==> config.mk <==
export PLATFORM = sky130hd
export DESIGN_NAME = sprite_frame_ctrl
export DESIGN_NICKNAME = d
export VERILOG_FILES = /design/src/rtl/sprite_frame_ctrl.sv
export SDC_FILE = /design/constraint.sdc
export NUM_CORES = 1
export LEC_CHECK = 0
export ABC_AREA = 0
export CAP_MARGIN = 20
export CORE_MARGIN = 1
export CORE_UTILIZATION = 51
export DETAILED_ROUTE_END_ITERATION = 12
export GPL_ROUTABILITY_DRIVEN = 0
export PLACE_DENSITY = 0.83
export SYNTH_ARGS = -nofsm -noshare
export SYNTH_HDL_FRONTEND = slang
export SYNTH_SLANG_ARGS = --single-unit
==> constraint.sdc <==
create_clock -name clock -period 3.85 [get_ports clock]
set_clock_uncertainty 0.1 [all_clocks]
set_input_delay 0.77 -clock clock [delete_from_list [all_inputs] [get_ports clock]]
set_output_delay 0.77 -clock clock [all_outputs]
set_load 0.005 [all_outputs]
==> src/rtl/sprite_frame_ctrl.sv <==
// sprite_frame_ctrl
// Game-loop sequencer for the obstacle-dodger VGA path. It loads the initial
// positions, draws every sprite once, then on each video frame erases all
// sprites, applies one movement step and redraws them. A finish condition
// latches game-over once any scan in flight has completed. The number of
// completed frame updates is kept as a saturating score.
//
// Ports
//   clock        system clock
//   resetn       synchronous, active-low reset
//   start        start/restart key (level)
//   frame_tick   one-cycle pulse per video frame
//   finish       player reached the end or hit an obstacle
//   ld_init      datapath loads initial positions/colour
//   ld_pos       datapath applies one movement step
//   writeEnable  pixel write strobe to the VGA adapter
//   erase        1 = write background colour, 0 = sprite colour
//   spr_sel      index of the sprite being scanned
//   off_x/off_y  pixel offset inside the sprite being scanned
//   busy         high while loading, drawing, erasing or updating
//   game_over    high once the game has ended
//   score        completed frame updates since the last start
module sprite_frame_ctrl #(
    parameter int NUM_SPRITES = 2,
    parameter int SPR_W       = 4,
    parameter int SPR_H       = 4,
    parameter int SCORE_W     = 8,
    localparam int SEL_W      = (NUM_SPRITES > 1) ? $clog2(NUM_SPRITES) : 1,
    localparam int XW         = (SPR_W > 1) ? $clog2(SPR_W) : 1,
    localparam int YW         = (SPR_H > 1) ? $clog2(SPR_H) : 1
) (
    input  logic               clock,
    input  logic               resetn,
    input  logic               start,
    input  logic               frame_tick,
    input  logic               finish,
    output logic               ld_init,
    output logic               ld_pos,
    output logic               writeEnable,
    output logic               erase,
    output logic [SEL_W-1:0]   spr_sel,
    output logic [XW-1:0]      off_x,
    output logic [YW-1:0]      off_y,
    output logic               busy,
    output logic               game_over,
    output logic [SCORE_W-1:0] score
);

    localparam logic [SEL_W-1:0]   SEL_LAST  = SEL_W'(NUM_SPRITES - 1);
    localparam logic [XW-1:0]      X_LAST    = XW'(SPR_W - 1);
    localparam logic [YW-1:0]      Y_LAST    = YW'(SPR_H - 1);
    localparam logic [SCORE_W-1:0] SCORE_MAX = {SCORE_W{1'b1}};

    typedef enum logic [2:0] {
        S_IDLE,
        S_LOAD,
        S_DRAW,
        S_WAIT,
        S_ERASE,
        S_UPDATE,
        S_DONE
    } state_t;

    state_t state;
    state_t state_next;

    logic [SEL_W-1:0]   sel_q;
    logic [XW-1:0]      x_q;
    logic [YW-1:0]      y_q;
    logic [SCORE_W-1:0] score_q;
    logic               finish_latch;

    logic x_last;
    logic y_last;
    logic sel_last;
    logic scan_last;
    logic scanning;
    logic load_entry;
    logic finish_window;

    assign x_last    = (x_q == X_LAST);
    assign y_last    = (y_q == Y_LAST);
    assign sel_last  = (sel_q == SEL_LAST);
    assign scan_last = x_last && y_last && sel_last;
    assign scanning  = (state == S_DRAW) || (state == S_ERASE);

    // Clearing on the way into LOAD (not only while in it) means score and
    // the latch already read zero during the very first LOAD cycle.
    assign load_entry = (state_next == S_LOAD);

    // Finish is only meaningful once a game is on screen.
    assign finish_window = (state == S_DRAW) || (state == S_WAIT) ||
                           (state == S_ERASE) || (state == S_UPDATE);

    // State register.
    always_ff @(posedge clock) begin
        if (!resetn) begin
            state <= S_IDLE;
        end else begin
            state <= state_next;
        end
    end

    // Next-state logic. In WAIT the live finish input is also considered so
    // that finish and frame_tick arriving together end the game immediately
    // instead of starting an erase pass.
    always_comb begin
        state_next = state;
        case (state)
            S_IDLE:   if (start) state_next = S_LOAD;
            S_LOAD:   if (!start) state_next = S_DRAW;
            S_DRAW:   if (scan_last) state_next = S_WAIT;
            S_WAIT: begin
                if (finish_latch || finish) begin
                    state_next = S_DONE;
                end else if (frame_tick) begin
                    state_next = S_ERASE;
                end
            end
            S_ERASE:  if (scan_last) state_next = S_UPDATE;
            S_UPDATE: state_next = S_DRAW;
            S_DONE:   if (start) state_next = S_LOAD;
            default:  state_next = S_IDLE;
        endcase
    end

    // Row-major pixel scanner. At the last pixel of the last sprite all three
    // counters wrap to zero together, so every pass starts at (0,0,0).
    always_ff @(posedge clock) begin
        if (!resetn || load_entry) begin
            sel_q <= '0;
            x_q   <= '0;
            y_q   <= '0;
        end else if (scanning) begin
            if (x_last) begin
                x_q <= '0;
                if (y_last) begin
                    y_q <= '0;
                    if (sel_last) begin
                        sel_q <= '0;
                    end else begin
                        sel_q <= sel_q + SEL_W'(1);
                    end
                end else begin
                    y_q <= y_q + YW'(1);
                end
            end else begin
                x_q <= x_q + XW'(1);
            end
        end
    end

    // Finish latch. It is only acted upon in WAIT, which lets any scan in
    // progress finish so the screen is never left half-erased.
    always_ff @(posedge clock) begin
        if (!resetn || load_entry) begin
            finish_latch <= 1'b0;
        end else if (finish_window && finish) begin
            finish_latch <= 1'b1;
        end
    end

    // Saturating score, bumped once per movement step.
    always_ff @(posedge clock) begin
        if (!resetn || load_entry) begin
            score_q <= '0;
        end else if ((state == S_UPDATE) && (score_q != SCORE_MAX)) begin
            score_q <= score_q + SCORE_W'(1);
        end
    end

    // Output decode from registered state only.
    always_comb begin
        ld_init     = 1'b0;
        ld_pos      = 1'b0;
        writeEnable = 1'b0;
        erase       = 1'b0;
        busy        = 1'b0;
        game_over   = 1'b0;
        case (state)
            S_LOAD: begin
                ld_init = 1'b1;
                busy    = 1'b1;
            end
            S_DRAW: begin
                writeEnable = 1'b1;
                busy        = 1'b1;
            end
            S_ERASE: begin
                writeEnable = 1'b1;
                erase       = 1'b1;
                busy        = 1'b1;
            end
            S_UPDATE: begin
                ld_pos = 1'b1;
                busy   = 1'b1;
            end
            S_DONE:  game_over = 1'b1;
            default: ;
        endcase
    end

    assign spr_sel = sel_q;
    assign off_x   = x_q;
    assign off_y   = y_q;
    assign score   = score_q;

endmodule

==> results by group, run 1 <==
Finish
  • Area growth syn-to-layout: 27.8%
  • Nets@finish: 141
  • Share of cells above drive strength 1: 3.79%
  • Most common cell after layout, fill and taps aside: clkdlybuf4s50_1
  • Commonest non-fill, non-tap cells in the layout: clkdlybuf4s50_1, dfxtp_1, a21oi_1
  • Util after Layout: 69.7%
  • Inserted Diodes: 0

GRT
  • Initial antenna violation count: 0
  • Largest net degree at the start of global routing: 18
  • GRT Total Usage: 21.6%
  • First-pass GRT wire length: 3250 µm
  • Grt ovf: 0
  • Number of global-route vias before repair: 759

Clock network
  • CTS Buf Count: 3
  • Cts repair resizes: 0
  • CTS root buffer: clkbuf_4
  • Postcts setup bufs: 0
  • CTS tree: built
  • Clk Latency, worst-skew pair: 280 ps
  • Hold_buf cts: 0
  • Clock transition at path regs: 100 ps
  • Clock Sinks: 17
  • CTS H-tree depth: 1
  • Max clock buf depth: 2

Yosys
  • Syn_area_per_cell: 8.57 µm²
  • Ys Warns: 0
  • Seq/Total Area, Yosys: 36.1%
  • Cell variety after synth: 39
  • Syn_nets: 118
  • Yosys reg bits: 17
  • Synthesized instance count: 110
  • Area of the mapped netlist: 942 µm²

Drt
  • Via count: 922
  • 1st-iter DRT viols: 28
  • DR WL/cell: 12.8 µm
  • Vias per inst: 5.87
  • Drt drc: 0
  • Drt pass-1 iters: 4
  • Total wire length: 2010 µm
  • ANT nets after route: 0

Die
  • Die X: 45.0 µm
  • Starting Density: 54.6%
  • Die Area: 2020 µm²
  • Die Y: 45.0 µm
  • I/O pins: 24
  • Core Footprint: 1730 µm²
  • Row count: 15

Critical path
  • Delay-heaviest family, CP: buffers and inverters
  • CP max FO: 17
  • Worst Path Buf+Inv: 2
  • Worst endpoint required time: 2980 ps
  • Crit path kind: reg -> out
  • WP data arrival: 1850 ps
  • CP max stage delay: 620 ps
  • CP max-delay cell: dfxtp_1
  • CP Capture Type: output pin
  • CP Launch Type: register
  • Reg2reg setup slack: 2130 ps
  • CP cell instances: nand3b_1 -> inv_1 -> clkdlybuf4s50_1

STA
  • Unrepaired setup endpoints after global routing: false
  • Crit share post-route: 70.8%
  • Setup TNS: 0 ps
  • Max-slew violation count: 0
  • Max Fclk: 367 MHz
  • Fin. Hold Viols: 0
  • Clock period minus worst slack: 2720 ps
  • Final setup fails: 0
  • Tightest Pin Transition: 558 ps
  • Final setup margin: 1130 ps
  • Worst slew margin: 62.5%

Job
  • Max-cap viol count: 0

Pwr
  • Pwr Density: 257 nW/µm²
  • Cell leakage power: 0.409 nW
  • VDD IR-drop max: 190 µV

Status
  • Outcome: finished, final reports clean

Worst hold path
  • Min-delay worst type: reg -> reg

Place
  • Port Buffers: 23
  • Pre-CTS setup slack: 1450 ps
  • Post-DP HPWL: 1480 µm
[per-stage QoR]
step	cells	power, mW	cell area, µm²	hold slack, ps
6_report	157	0.309	1200	405
5_1_grt	157	0.326	1200	455
4_1_cts	157	0.315	1200	407
3_5_place_dp	153	0.220	1180	392
3_3_place_gp	153	0.219	1180	388
2_1_floorplan	110	0.205	942	355
[cell type report]
cell class	count	area (µm²)
multi-input combinational	84	561
fill	158	523
sequential	17	340
timing repair buffer	23	230
tap	25	31.3
clock buffer	4	26.3
inverter	4	15.0
[power by group]
part	internal [mW]	switching [mW]	total, mW
Clock	0.0401	0.0531	0.0932
Sequential	0.178	0.00614	0.184
Combinational	0.0172	0.0151	0.0322
[kinds of logic after synthesis]
group | after synthesis | synth area share [%]
adders and majority gates | 3 | 3.98
DFF | 17 | 36.1
buffers and inverters | 9 | 4.38
xor gates and xnor gates | 4 | 3.72
muxes | 2 | 2.12
and+or+nand+nor | 44 | 29.6
AOI/OAI and AO/OA | 31 | 20.1
[final timing paths]
path | startpoint | end | cells past startpoint
min | off_y[1] | off_y[1] | 2
min reg2reg | off_y[1] | off_y[1] | 2
max reg2reg | state[1] | off_y[0] | 3
max | state[0] | ld_pos | 3
[layer usage]
layer / part of all wire (%) / vias to the layer above / GRT usage (%)
met5: 0 / - / 0
li1: - / 465 / -
met3: 2.3 / 2 / 3.60
met1: 47 / 443 / 28.6
met2: 50 / 12 / 35.9
met4: 0.60 / 0 / 6.06
[synthesized netlist by cell type, drive strengths merged]
| cell type | number | share of area (%) |
|---|---|---|
| a311oi | 1 | 0.93 |
| nor2b | 1 | 0.66 |
| buf | 4 | 2.4 |
| a21boi | 2 | 1.6 |
| and4 | 2 | 1.9 |
| nand3b | 2 | 1.6 |
| clkbuf | 1 | 0.40 |
| or3b | 1 | 0.93 |
| nand4 | 5 | 3.3 |
| nand3 | 5 | 3.2 |
| xnor2 | 2 | 1.9 |
| a211o | 1 | 0.93 |
| xor2 | 2 | 1.9 |
| or3 | 1 | 0.66 |
| nand2 | 3 | 1.2 |
| nand2b | 2 | 1.3 |
| dfxtp | 17 | 36 |
| a21oi | 10 | 5.3 |
| or4 | 2 | 1.6 |
| and3 | 3 | 2.0 |
| nor4 | 1 | 0.66 |
| inv | 4 | 1.6 |
| a31oi | 3 | 2.0 |
| o21ai | 8 | 4.2 |
| mux2i | 2 | 2.1 |
| nor3 | 4 | 2.1 |
| ha | 3 | 4.0 |
| and4b | 1 | 1.1 |
| o21a | 1 | 0.80 |
| nor3b | 1 | 0.80 |
| and3b | 1 | 0.93 |
| a41oi | 1 | 0.93 |
| nor2 | 4 | 1.6 |
| nand4b | 3 | 2.8 |
| and2 | 2 | 1.3 |
| o311ai | 1 | 0.93 |
| a211oi | 3 | 2.4 |
[worst register-to-register path: cells and delay by family (launching register included)]
kind / cells / cell delay [ps]
xor+xnor: 1 / 290
simple gates: 1 / 520
compound gates: 1 / 120
flops: 1 / 620
[registers in the layout, summed over array words and instances (netlist names)]
name and flops:
spr_sel 1, off_y 2, finish_latch 1, state 3
score 8, off_x 2
(Power assumes the default switching activity.)
==> inputs of run 2 (changes only) <==
CORE_UTILIZATION = 43   (was 51)
PLACE_DENSITY = 0.74   (was 0.83)
clock period = 2.4 ns   (was 3.85 ns; I/O delays follow)
==> results by group, run 2 (synthesis results as in run 1) <==
Clock network
  • CTS Buf Count: 3 (unchanged)
  • CTS root buffer: clkbuf_4 (unchanged)
  • Clk Latency, worst-skew pair: 290 ps (was 280 ps)
  • CTS tree: built (unchanged)
  • Clock transition at path regs: 100 ps (about the same)
  • CTS H-tree depth: 1 (unchanged)
  • Postcts setup bufs: 0 (unchanged)
  • Max clock buf depth: 2 (unchanged)
  • Clock Sinks: 17 (unchanged)
  • Hold_buf cts: 0 (unchanged)

Die
  • Starting Density: 47.1% (was 54.6%)
  • Die X: 48.8 µm (was 45.0 µm)
  • Die Area: 2380 µm² (was 2020 µm²)
  • Row count: 16 (was 15)
  • I/O pins: 24 (unchanged)
  • Core Footprint: 2000 µm² (was 1730 µm²)
  • Die Y: 48.8 µm (was 45.0 µm)

Finish
  • Commonest non-fill, non-tap cells in the layout: clkdlybuf4s50_1, dfxtp_1, a21oi_1 (unchanged)
  • Number of flip-flops in the largest register: 8 (unchanged)
  • Multi-input logic area: 561 µm² (unchanged)
  • Most common cell after layout, fill and taps aside: clkdlybuf4s50_1 (unchanged)
  • Filler Cells Inserted: 193 (was 158)
  • Nets@finish: 144 (was 141)
  • Share of cells above drive strength 1: 7.41% (was 3.79%)
  • Post-Layout Cell Count: 162 (was 157)
  • Register area: 342 µm² (was 340 µm²)
  • Area growth syn-to-layout: 30.7% (was 27.8%)
  • Inserted Diodes: 0 (unchanged)

STA
  • Setup TNS: 0 ps (unchanged)
  • Crit share post-route: 96.0%
  • Max Fclk: 434 MHz
  • Max-slew violation count: 0 (unchanged)
  • Fin. Hold Viols: 0 (unchanged)
  • Worst slew margin: 77.2% (was 62.5%)
  • Unrepaired setup endpoints after global routing: false (unchanged)
  • Final setup fails: 0 (unchanged)
  • Tightest Pin Transition: 340 ps (was 558 ps)
  • Clock period minus worst slack: 2300 ps

Place
  • Port Buffers: 23 (unchanged)
  • Post-DP HPWL: 1490 µm (was 1480 µm)
  • Placed insts: 158 (was 153)

Pwr
  • Pwr Density: 410 nW/µm² (was 257 nW/µm²)
  • VDD IR-drop max: 363 µV (was 190 µV)
  • Cell leakage power: 0.427 nW (was 0.409 nW)

Critical path
  • CP cell instances: nand3b_1 -> inv_1 -> clkdlybuf4s50_1 (unchanged)
  • CP max stage delay: 540 ps (was 620 ps)
  • Worst Path Buf+Inv: 2 (unchanged)
  • CP Launch Type: register (unchanged)
  • Delay-heaviest family, CP: buffers and inverters (unchanged)
  • CP Capture Type: output pin (unchanged)
  • Crit path kind: reg -> out (unchanged)
  • CP max FO: 11 (was 17)
  • CP max-delay cell: clkdlybuf4s50_1 (was dfxtp_1)
  • WP data arrival: 1720 ps (was 1850 ps)
  • Worst endpoint required time: 1820 ps (was 2980 ps)

Drt
  • 1st-iter DRT viols: 20 (was 28)
  • DR WL/cell: 12.5 µm (was 12.8 µm)
  • Drt pass-1 iters: 4 (unchanged)
  • Total wire length: 2020 µm (was 2010 µm)
  • Via count: 947 (was 922)
  • Drt drc: 0 (unchanged)
  • ANT nets after route: 0 (unchanged)
  • Vias per inst: 5.85 (was 5.87)

GRT
  • First-pass GRT wire length: 3570 µm (was 3250 µm)
  • Initial antenna violation count: 0 (unchanged)
  • Number of global-route vias before repair: 810 (was 759)
  • Largest net degree at the start of global routing: 16 (was 18)
  • GRT Total Usage: 18.6% (was 21.6%)
  • Grt ovf: 0 (unchanged)

Job
  • Max-cap viol count: 0 (unchanged)

Status
  • Outcome: finished, final reports clean (unchanged)

Worst hold path
  • Min-delay worst type: reg -> reg (unchanged)
==> run 2: changes by cell type in the layout (fill, tap and decap cells not counted) <==
| cell | delta |
|---|---|
| buf_4 | +3 |
| clkinv_2 | +1 |
| clkbuf_1 | -1 |
| dfxtp_2 | +1 |
| dfxtp_1 | -1 |
==> run 2: timing repair <==
| item | in CTS | in global routing |
|---|---|---|
| gates resized for setup | 0 | 1 |
| setup endpoints to repair | 0 | 1 |
| endpoints found under the hold margin | 0 | 0 |
==> run 2: final timing paths <==
check	depth (start not counted)	endpoint	from	slack, ps
hold reg to reg	2	off_y[1]	off_y[1]	410
setup reg to reg	4	score[4]	state[2]	810
hold / removal	2	off_y[1]	off_y[1]	410
setup / recovery	3	ld_pos	state[0]	100
==> run 2: worst reg2reg max path, cell delays in order (launching register included) <==
cell,delay [ps]
dfxtp_1,360
buf_4,180
or3b_2,510
nand3_2,240
nor3_1,100
==> run 2: metal layers <==
| metal | up-vias | part of all wire [%] | global-route usage, % |
|---|---|---|---|
| li1 | 475 | - | - |
| met1 | 452 | 49 | 25.0 |
| met4 | 0 | 0.64 | 2.94 |
| met5 | - | 0 | 0 |
| met2 | 18 | 47 | 29.9 |
| met3 | 2 | 3.7 | 5.61 |
==> run 2: metrics by stage <==
stage	instance area, µm²	worst slack, ps	total power [mW]	hold slack [ps]	utilization (%)
floorplan	942	831	0.330	355	-
global placement	1200	295	0.356	385	60.1
detailed placement	1200	282	0.357	397	60.1
CTS	1230	61.6	0.511	412	61.4
global route	1230	2.77	0.532	434	61.5
finish	1230	96.8	0.504	409	61.5
==> run 2: cell type report <==
cell class | instances | share of cell area, %
sequential | 17 | 27.7
clock inverter | 1 | 0.407
inverter | 4 | 1.22
timing repair buffer | 26 | 20.5
clock buffer | 3 | 1.83
tap | 27 | 2.74
multi-input combinational | 84 | 45.5
==> run 2: power by group <==
| group | switching (mW) | internal (mW) |
|---|---|---|
| registers | 0.00808 | 0.286 |
| clock network | 0.0916 | 0.0620 |
| logic | 0.0266 | 0.0306 |
| total | 0.126 | 0.378 |
==> inputs of run 3 (changes only) <==
CTS_CLUSTER_SIZE = 8   (was unset)
==> results of run 3 <==
The final DEF is identical to that of run 2; final timing and power are the same.
